<file path="config.mk">
export PLATFORM = sky130hd
export DESIGN_NAME = seq_mult_ctrl_flat
export DESIGN_NICKNAME = d
export VERILOG_FILES = /design/src/rtl/seq_mult_pkg.sv /design/src/rtl/seq_mult_ctrl_if.sv /design/src/rtl/seq_mult_step_cnt.sv /design/src/rtl/seq_mult_ctrl.sv /design/src/flat_wrapper.sv
export SDC_FILE = /design/constraint.sdc
export NUM_CORES = 1
export LEC_CHECK = 0
export ABC_AREA = 1
export BUFFER_PORTS_ARGS = -buffer_cell sky130_fd_sc_hd__buf_4
export CORE_AREA = 2 2 39 41
export CTS_CLUSTER_DIAMETER = 150
export DETAILED_ROUTE_END_ITERATION = 10
export DIE_AREA = 0 0 41 43
export PLACE_DENSITY_LB_ADDON = 0.3
export SLEW_MARGIN = 10
export SYNTH_ARGS = -nofsm -noshare
export SYNTH_HDL_FRONTEND = slang
export SYNTH_SLANG_ARGS = --single-unit
</file>
<file path="constraint.sdc">
create_clock -name clk -period 3 [get_ports clk]
set_clock_uncertainty 0.05 [all_clocks]
set_input_delay 0.3 -clock clk [delete_from_list [all_inputs] [get_ports clk]]
set_output_delay 0.3 -clock clk [all_outputs]
set_load 0.1 [all_outputs]
</file>
<file path="src/rtl/seq_mult_pkg.sv">
// Shared types for the sequential shift-add multiplier controller:
// state encoding and the step-counter width helper.
package seq_mult_pkg;

   typedef enum logic [1:0] {
      IDLE = 2'd0,
      LOAD = 2'd1,
      CALC = 2'd2,
      DONE = 2'd3
   } state_t;

   // Wide enough to hold the values 0..width.
   function automatic int cnt_width(input int width);
      return $clog2(width + 1);
   endfunction

endpackage

</file>
<file path="src/rtl/seq_mult_ctrl_if.sv">
// Control bus between the multiplier controller (slave) and the
// requester/datapath side (master).
interface seq_mult_ctrl_if;

   logic start;
   logic q_lsb;
   logic busy;
   logic done;
   logic acc_clear;
   logic acc_load;
   logic acc_shift;
   logic q_load;
   logic q_shift;

   modport master (
      output start, q_lsb,
      input  busy, done, acc_clear, acc_load, acc_shift, q_load, q_shift
   );

   modport slave (
      input  start, q_lsb,
      output busy, done, acc_clear, acc_load, acc_shift, q_load, q_shift
   );

endinterface

</file>
<file path="src/rtl/seq_mult_step_cnt.sv">
// Step counter for the CALC phase: synchronous clear, count enable and a
// terminal-count flag raised when the count reaches WIDTH-1.
module seq_mult_step_cnt
   import seq_mult_pkg::*;
#(
   parameter  int WIDTH = 4,
   localparam int CW    = cnt_width(WIDTH)
) (
   input  logic clk,
   input  logic rst,
   input  logic i_clr,
   input  logic i_en,
   output logic o_tc
);

   logic [CW-1:0] r_cnt;

   always_ff @(posedge clk) begin
      if (rst || i_clr) begin
         r_cnt <= '0;
      end else if (i_en) begin
         r_cnt <= r_cnt + CW'(1);
      end
   end

   assign o_tc = (r_cnt == CW'(WIDTH - 1));

endmodule

</file>
<file path="src/rtl/seq_mult_ctrl.sv">
// Shift-add multiplier controller: IDLE -> LOAD -> CALC (WIDTH cycles) -> DONE.
// Optional build macro SEQ_MULT_CTRL_ABORT_EN adds an abort input.
module seq_mult_ctrl
   import seq_mult_pkg::*;
#(
   parameter int WIDTH = 4
) (
   input  logic           clk,
   input  logic           rst,
`ifdef SEQ_MULT_CTRL_ABORT_EN
   input  logic           abort,
`endif
   seq_mult_ctrl_if.slave bus
);

   state_t r_state;
   state_t w_next;

   logic w_abort;
   logic w_cnt_clr;
   logic w_cnt_en;
   logic w_cnt_tc;
   logic w_busy;
   logic w_done;
   logic w_acc_clear;
   logic w_acc_load;
   logic w_acc_shift;
   logic w_q_load;
   logic w_q_shift;

`ifdef SEQ_MULT_CTRL_ABORT_EN
   assign w_abort = abort;
`else
   assign w_abort = 1'b0;
`endif

   seq_mult_step_cnt #(
      .WIDTH (WIDTH)
   ) u_step_cnt (
      .clk   (clk),
      .rst   (rst),
      .i_clr (w_cnt_clr),
      .i_en  (w_cnt_en),
      .o_tc  (w_cnt_tc)
   );

   always_ff @(posedge clk) begin
      if (rst) begin
         r_state <= IDLE;
      end else begin
         r_state <= w_next;
      end
   end

   always_comb begin
      w_next      = r_state;
      w_cnt_clr   = 1'b0;
      w_cnt_en    = 1'b0;
      w_busy      = 1'b0;
      w_done      = 1'b0;
      w_acc_clear = 1'b0;
      w_acc_load  = 1'b0;
      w_acc_shift = 1'b0;
      w_q_load    = 1'b0;
      w_q_shift   = 1'b0;

      case (r_state)
         IDLE: begin
            if (bus.start) begin
               w_next = LOAD;
            end
         end

         LOAD: begin
            w_busy      = 1'b1;
            w_acc_clear = 1'b1;
            if (w_abort) begin
               w_next = IDLE;
            end else begin
               w_q_load  = 1'b1;
               w_cnt_clr = 1'b1;
               w_next    = CALC;
            end
         end

         CALC: begin
            w_busy = 1'b1;
            if (w_abort) begin
               w_acc_clear = 1'b1;
               w_next      = IDLE;
            end else begin
               // Load and shift together means add-then-shift in the datapath.
               w_acc_load  = bus.q_lsb;
               w_acc_shift = 1'b1;
               w_q_shift   = 1'b1;
               w_cnt_en    = 1'b1;
               if (w_cnt_tc) begin
                  w_next = DONE;
               end
            end
         end

         DONE: begin
            w_done = 1'b1;
            w_next = IDLE;
         end

         default: begin
            w_next = IDLE;
         end
      endcase
   end

   assign bus.busy      = w_busy;
   assign bus.done      = w_done;
   assign bus.acc_clear = w_acc_clear;
   assign bus.acc_load  = w_acc_load;
   assign bus.acc_shift = w_acc_shift;
   assign bus.q_load    = w_q_load;
   assign bus.q_shift   = w_q_shift;

endmodule

</file>
<file path="src/flat_wrapper.sv">
// flat-port wrapper written by rule: the top's interface ports become plain ports
module seq_mult_ctrl_flat import seq_mult_pkg::*;
#(
   parameter int WIDTH = 4
)
  (clk, rst, bus_start, bus_q_lsb, bus_busy, bus_done, bus_acc_clear, bus_acc_load, bus_acc_shift, bus_q_load, bus_q_shift);
  seq_mult_ctrl_if bus_i ();
  input  logic clk;
  input  logic rst;
  input wire logic [$bits(bus_i.start)-1:0] bus_start;
  input wire logic [$bits(bus_i.q_lsb)-1:0] bus_q_lsb;
  output wire logic [$bits(bus_i.busy)-1:0] bus_busy;
  output wire logic [$bits(bus_i.done)-1:0] bus_done;
  output wire logic [$bits(bus_i.acc_clear)-1:0] bus_acc_clear;
  output wire logic [$bits(bus_i.acc_load)-1:0] bus_acc_load;
  output wire logic [$bits(bus_i.acc_shift)-1:0] bus_acc_shift;
  output wire logic [$bits(bus_i.q_load)-1:0] bus_q_load;
  output wire logic [$bits(bus_i.q_shift)-1:0] bus_q_shift;
  assign bus_i.start = bus_start;
  assign bus_i.q_lsb = bus_q_lsb;
  assign bus_busy = bus_i.busy;
  assign bus_done = bus_i.done;
  assign bus_acc_clear = bus_i.acc_clear;
  assign bus_acc_load = bus_i.acc_load;
  assign bus_acc_shift = bus_i.acc_shift;
  assign bus_q_load = bus_i.q_load;
  assign bus_q_shift = bus_i.q_shift;
  seq_mult_ctrl #(.WIDTH(WIDTH)) u_core (.clk(clk), .rst(rst), .bus(bus_i));
endmodule
</file>
## Word level (Yosys, flattened, before mapping)

Index checks and enable logic that the tools add are counted.

| word-level totals | value |
|---|---|
| flip-flop bits (word level) | 5 |
| output and inout port bits | 7 |
| word-level logic and storage cells | 21 |

| cells by class | value |
|---|---|
| add/sub/neg operators | 1 |
| equal/unequal tests | 6 |
| mux-type cells | 8 |
| reductions and logical operators | 4 |

Operator list:

| cell | count |
|---|---|
| $pmux 2 s4 | 1 |
| $mux 1 | 5 |
| $eq 2x2->1 const B | 2 |
| $mux 2 | 2 |
| $ne 2x2->1 const B | 2 |
| $add 3x1->3 const B | 1 |
| $eq 3x2->1 const B | 1 |
| $eq 2x1->1 const B | 1 |
| $logic_not 2->1 | 1 |
| $reduce_and 2->1 | 1 |
| $reduce_or 2->1 | 1 |
| $logic_or 1x1->1 | 1 |

## Depth between registers and ports, before layout

Gate-level depths: netlist of run 1.

| depth | value |
|---|---|
| depth in word-level cells | 3 |
| gate-level depth with buffers | 7 |

## Hierarchy

From an unflattened synthesis of run 1, not the netlist that was laid out.

| unflattened totals | value |
|---|---|
| cells, all modules | 51 |
| area total of the unflattened synthesis | 352.8 sq um |

Modules (own cells, without submodules):

| module | instances | cells an instance | area each (sq um) | seq. area each (sq um) |
|---|---|---|---|---|
| seq_mult_ctrl | 1 | 28 | 197.7 | 40.0 |
| seq_mult_step_cnt | 1 | 23 | 155.1 | 60.1 |

## Least setup slack after synthesis of run 1

No wires, ideal clock.

| path | value |
|---|---|
| path kind | reg-to-output |
| from | register u_core.r_state[0] |
| to | output port bus_acc_load |
| arrival time | 2.071 ns |
| slack | 0.579 ns |
| cell stages (with the launch flop) | 5 |
| path buffers | 0 |
| path through | dfxtp_1 > inv_1 > ha_1 > nand2_1 > inv_1 |

| on the way | value |
|---|---|
| cells in the longest elaborated chain, start to end | 2 |

Ends and longest elaborated chain:

| element | RTL line | source |
|---|---|---|
| start, declared | seq_mult_ctrl.sv:16 | `state_t r_state;` |
| start signal, assigned | seq_mult_ctrl.sv:51 | `r_state <= w_next;` |
| $eq 2x2->1 | seq_mult_ctrl.sv:67 | `case (r_state)` |
| $mux 1 | seq_mult_ctrl.sv:67 |  |
| end, declared | flat_wrapper.sv:15 | `output wire logic [$bits(bus_i.acc_load)-1:0] bus_acc_load;` |

No other way between the ends.

## Worst setup path in the final report of run 1

Same ends and word-level chain as after synthesis.

==> impl_metrics.json, run 1 <==
{
  "status": "finished clean",
  "cts_setup_buffers": 0,
  "async_flop_share_pct": 0,
  "yosys.area.top_type_share_pct": 30.2,
  "cp_top_family": "buffers and inverters",
  "worst_pin_slew_ns": 0.277,
  "cts_hold_buf": 0,
  "grt_pass1_wl_um": 876,
  "diodes": 0,
  "worst_r2r_endpoint": "u_core.r_state[1]",
  "fillers": 157,
  "r2r_cells": 5,
  "layout-drive-gt1-share_pct": 26.3,
  "area_delta_synth_final_pct": 32.1,
  "grt_max_degree": 10,
  "netlist_area_um2": 332,
  "worstSetupEndpointType": "output pin",
  "gp_congestion": 0.635,
  "path_depth": 5,
  "htreeDepth": 1,
  "post-route-drc-count": 0,
  "cp_slowest_stage_delay_ns": 0.33,
  "path_class": "reg -> out",
  "synthTopCellsByCount": "10 x nand2_1, 8 x inv_1, 7 x ha_1",
  "path_common_cell": "inv_1",
  "setup_viol": 0,
  "syn_inst": 45,
  "clk_pin_slew_ns": 0.04,
  "start_util_pct": 24.0,
  "critical-path-slowest-cell": "dfxtp_1",
  "dr.pass1.iters": 4,
  "grt_pass1_vias": 249,
  "cts_root_buf": "clkbuf_4",
  "wl_met3_um": 39,
  "min_path_type": "in -> reg",
  "grt_usage_pct": 7.74,
  "antenna_left": 0,
  "wire_per_inst_um": 7.56,
  "fmax_mhz": 567,
  "synthFlopType": "dfxtp_1",
  "worstPathRequired_ns": 2.65,
  "core_area_um2": 1380,
  "holdPathStages": 4,
  "cp-start-kind": "flop",
  "clock_sink_count": 5,
  "synth.area.top_cells": "dfxtp_1 30%, ha_1 26%, nand2_1 11%",
  "max_cap_violations": 0,
  "syn_nets": 56,
  "clockBufferDepth": 2,
  "ys_types": 12,
  "drt_wl_total_um": 552,
  "min_period_ns": 1.76,
  "hold_violations": 0,
  "num_rows": 14,
  "synth_edf_count": 0,
  "post_cts_resized": 0,
  "top_layer": "met4",
  "hpwl_um": 454,
  "path_max_fanout": 9,
  "io_pins": 11,
  "rsz0062_at_grt": "no",
  "cts_tree": "yes",
  "crit_buf_inv": 3,
  "yosysMostFrequentCell": "nand2_1",
  "crit_end": "bus_acc_load",
  "dieArea_um2": 1760,
  "slew_headroom_pct": 81.5,
  "timing.setup.tns_ns": 0,
  "cp.arrival_ns": 1.41,
  "antenna_found_initial": 0,
  "yosysSeqAreaShare_pct": 30.2,
  "fin_worst_hold_slack_ns": 0.266,
  "route.met2.wl_um": 247,
  "slew_violations": 0,
  "clkLatencyLatePin_ns": 0.24,
  "rr_startpoint": "u_core.r_state[0]",
  "min_period_over_period_pct": 58.8,
  "dr_total_vias": 295,
  "nNetsFinal": 69,
  "path_cells": "inv_1 > ha_1 > nand2_1 > inv_1 > buf_4",
  "yosys_warnings": 0,
  "numCtsBuffers": 3,
  "portBuffers": 10,
  "syn_avg_cell_area_um2": 7.37,
  "ff2ff_setup_slack_ns": 1.73,
  "die_x_um": 41,
  "drtIter0Drc": 4,
  "detail_route.vias_per_cell": 4.04,
  "cp-startpoint": "u_core.r_state[0]",
  "synth-seq-cells": 5,
  "synth_top_area_cell": "dfxtp_1",
  "die_y_um": 43,
  "grt_overflow": 0,
  "m1WireLength_um": 248
}
-- per-stage QoR --
| stage | cells | setup WS, ns | utilization, % | cell area [um^2] |
|---|---|---|---|---|
| global placement | 69 | 1.51 | 29.7 | 412 |
| CTS | 73 | 1.22 | 31.6 | 438 |
| global route | 73 | 1.08 | 31.6 | 438 |
| finish | 73 | 1.24 | 31.6 | 438 |
| floorplan | 45 | 0.579 | - | 332 |
| detailed placement | 69 | 1.48 | 29.7 | 412 |
-- layer usage --
layer  GRT usage, %  up-vias
li1               -      156
met1           8.06      126
met2           10.6       11
met3           1.57        2
met4           10.0        0
met5              0        -
-- sequential cells by signal, indices dropped and copies added (netlist names) --
register,cells
u_core.r_state,2
u_core.u_step_cnt.r_cnt,3
-- how the worst min path moves through the flow --
| stage | from | end | slack, ns |
|---|---|---|---|
| global route | rst | u_core.r_state[1] | 0.25 |
| CTS | rst | u_core.r_state[1] | 0.26 |
| detailed placement | u_core.u_step_cnt.r_cnt[1] | u_core.u_step_cnt.r_cnt[1] | 0.41 |
| global placement | u_core.u_step_cnt.r_cnt[1] | u_core.u_step_cnt.r_cnt[1] | 0.41 |
| finish | rst | u_core.r_state[1] | 0.27 |
| floorplan | u_core.u_step_cnt.r_cnt[1] | u_core.u_step_cnt.r_cnt[1] | 0.39 |
-- area by class of cell --
cell class | instances | area, um^2 | share of cell area [%]
Timing Repair Buffer | 10 | 75.1 | 17.1
Clock buffer | 4 | 26.3 | 6.00
Tap cell | 16 | 20.0 | 4.57
Sequential cell | 5 | 100 | 22.9
Multi-Input combinational cell | 29 | 183 | 41.7
Inverter | 9 | 33.8 | 7.71
-- worst min-delay path, cell delays in order --
cell	delay, ns
buf_4	0.08
inv_1	0.04
nand2_1	0.06
nor2_1	0.03
-- cell families after synthesis --
| group | after synthesis | share of synthesized area (%) |
|---|---|---|
| simple gates | 17 | 21.1 |
| compound gates | 5 | 7.55 |
| flops | 5 | 30.2 |
| fa+ha+maj | 7 | 26.4 |
| buf+inv | 11 | 14.7 |
-- placed cells by master (no fill, tap or decap), drive strengths merged --
cell type  instances
inv                9
nand2             10
or2                2
o21ai              1
ha                 7
buf               10
a21oi              4
clkbuf             4
nor2               4
dfxtp              5
nand3              1
Power of run 1 is left out: the tool's default activity adds up to more than one toggle a clock period on the data nets, which glitch-free logic cannot reach.
==> run 2: changes to the inputs <==
--- a/config.mk
+++ b/config.mk
@@ -5,7 +5,7 @@
 export SDC_FILE = /design/constraint.sdc
 export NUM_CORES = 1
 export LEC_CHECK = 0
-export ABC_AREA = 1
+export ABC_AREA = 0
 export BUFFER_PORTS_ARGS = -buffer_cell sky130_fd_sc_hd__buf_4
 export CORE_AREA = 2 2 39 41
 export CTS_CLUSTER_DIAMETER = 150
==> constraint.sdc (replaced) <==
create_clock -name clk -period 1.6 [get_ports clk]
set_clock_uncertainty 0.05 [all_clocks]
set_input_delay 0.16 -clock clk [delete_from_list [all_inputs] [get_ports clk]]
set_output_delay 0.16 -clock clk [all_outputs]
set_load 0.1 [all_outputs]
==> run 2 against run 1 <==
Against the previous run:
- synthesized area down 1.1%
- global-route usage up 0.40 points
- design area up 4.0%
- worst hold slack worse by 0.19 ns
- via count down 15%
- critical path type unchanged
- register-to-register slack worse by 1.6 ns
- count of clock-buffer cells in the layout unchanged
- synthesized cell count down 24%
- non-clock buffer count up 1
- wire length down 2.4%
- die area unchanged
- worst setup slack worse by 1.1 ns
==> impl_metrics.json, run 2 <==
{
  "hold_violations": 0,
  "fin_area_um2": 455,
  "ys_types": 16,
  "cp-startpoint": "u_core.r_state[0]",
  "yosysSeqAreaShare_pct": 30.5,
  "start_util_pct": 23.7,
  "clock_sink_count": 5,
  "die_x_um": 41,
  "dr.pass1.iters": 1,
  "drt_wl_total_um": 539,
  "synthTopCellsByCount": "7 x ha_1, 5 x dfxtp_1, 5 x inv_1",
  "synthFlopType": "dfxtp_1",
  "yosys.area.top_type_share_pct": 30.5,
  "gp_congestion": 0.620,
  "portBuffers": 10,
  "cts_hold_buf": 0,
  "grt_max_degree": 10,
  "instances_no_fill": 62,
  "clk_pin_slew_ns": 0.04,
  "dieArea_um2": 1760,
  "slew_violations": 0,
  "layout-drive-gt1-share_pct": 39.1,
  "nNetsFinal": 58,
  "timing.final.ws_setup_ns": 0.0947,
  "yosysMostFrequentCell": "ha_1",
  "clockBufferDepth": 2,
  "syn_nets": 45,
  "largest_reg_flops": 3,
  "core_area_um2": 1380,
  "slew_headroom_pct": 78.1,
  "min_path_type": "in -> reg",
  "htreeDepth": 1,
  "worst_pin_slew_ns": 0.320,
  "min_period_ns": 1.51,
  "drtIter0Drc": 0,
  "cts_tree": "yes",
  "wire_per_inst_um": 8.69,
  "die_y_um": 43,
  "num_rows": 14,
  "grt_pass1_vias": 224,
  "grt_pass1_wl_um": 903,
  "rsz0062_at_grt": "no",
  "worstHoldStart": "rst",
  "synth-seq-cells": 5,
  "regMostFlops": "u_core.u_step_cnt.r_cnt",
  "fillers": 141,
  "final_common_cell": "buf_4",
  "path_class": "reg -> out",
  "numCtsBuffers": 3,
  "grt_overflow": 0,
  "max_cap_violations": 0,
  "cp.arrival_ns": 1.30,
  "netlist_area_um2": 328,
  "setup_viol": 0,
  "synth.area.top_cells": "dfxtp_1 31%, ha_1 27%, mux2i_1 6.1%",
  "post-place-cells": 58,
  "path_max_fanout": 4,
  "cp-start-kind": "flop",
  "diodes": 0,
  "yosys_warnings": 0,
  "post-route-drc-count": 0,
  "area_delta_synth_final_pct": 38.9,
  "async_flop_share_pct": 0,
  "io_pins": 11,
  "min_period_over_period_pct": 94.1,
  "dpl_cell_area_um2": 422,
  "cts_root_buf": "clkbuf_4",
  "synth_top_area_cell": "dfxtp_1",
  "worstPathRequired_ns": 1.39,
  "worstSetupEndpointType": "output pin",
  "synth_edf_count": 0,
  "biggestRegsByFlops": "u_core.u_step_cnt.r_cnt x3, u_core.r_state x2",
  "syn_avg_cell_area_um2": 9.64,
  "dp_slack_ns": 0.156,
  "antenna_left": 0,
  "rr_startpoint": "u_core.r_state[0]",
  "fmax_mhz": 664,
  "dr_total_vias": 251,
  "hpwl_um": 445,
  "cts_setup_buffers": 0,
  "detail_route.vias_per_cell": 4.05,
  "status": "finished clean",
  "syn_inst": 34,
  "antenna_found_initial": 0,
  "clkLatencyLatePin_ns": 0.23,
  "fin_util_pct": 32.9,
  "grt_usage_pct": 8.14,
  "layout_common_cells": "9 x buf_4, 5 x inv_1, 5 x dfxtp_1, 4 x ha_1, 3 x clkbuf_4"
}
[run 2: changes by cell type in the layout (fill, tap and decap cells not counted), moves of 3 or more]
cell | before | now
nor2_1 | 4 | 1
ha_1 | 7 | 4
a21oi_1 | 4 | 1
nand2_1 | 10 | 2
inv_1 | 8 | 5
[run 2: kinds of logic after synthesis]
logic type | count (synthesis) | share of synthesized area, %
mux | 2 | 6.11
flops | 5 | 30.5
compound gates | 3 | 7.25
xor+xnor | 1 | 2.67
buf+inv | 8 | 13.7
simple gates | 8 | 13.0
fa+ha+maj | 7 | 26.7
[run 2: per-stage QoR]
step           hold WS (ns)  setup TNS, ns
2_1_floorplan         0.187        -0.0494
3_3_place_gp          0.313              0
3_5_place_dp          0.316              0
4_1_cts              0.0660              0
5_1_grt              0.0751              0
6_report             0.0731              0
[run 2: layer usage]
layer / part of all wire (%) / wire length (um) / global-route usage [%]
met1: 53 / 286 / 11.0
met2: 38 / 207 / 9.06
met3: 8.3 / 45 / 6.28
met4: 0 / 0 / 4.00
met5: 0 / 0 / 0
[run 2: final timing paths]
path | to | slack (ns) | cells after the start
worst min register to register | u_core.u_step_cnt.r_cnt[2] | 0.43 | 2
worst max register to register | u_core.r_state[0] | 0.16 | 5
worst min-delay path | u_core.u_step_cnt.r_cnt[1] | 0.07 | 2
worst max-delay path | bus_busy | 0.09 | 3
[run 2: cell type report]
cell class | instances | area, um^2 | area share [%]
well taps | 16 | 20.0 | 4.40
repair buffers | 11 | 90.1 | 19.8
clock buffers | 4 | 26.3 | 5.77
flip-flops and latches | 5 | 100 | 22.0
multi-input cells | 21 | 200 | 44.0
inverters | 5 | 18.8 | 4.12
[run 2: what timing repair did]
action,CTS,global route
endpoints found under the hold margin,0,0
gates resized for setup,0,2
setup endpoints to repair,0,2
[run 2: worst max-delay path, stage by stage (launching register included)]
cell,delay [ns]
dfxtp_1,0.37
inv_1,0.11
ha_2,0.36
buf_6,0.22
Power of run 2 is left out for the same reason.
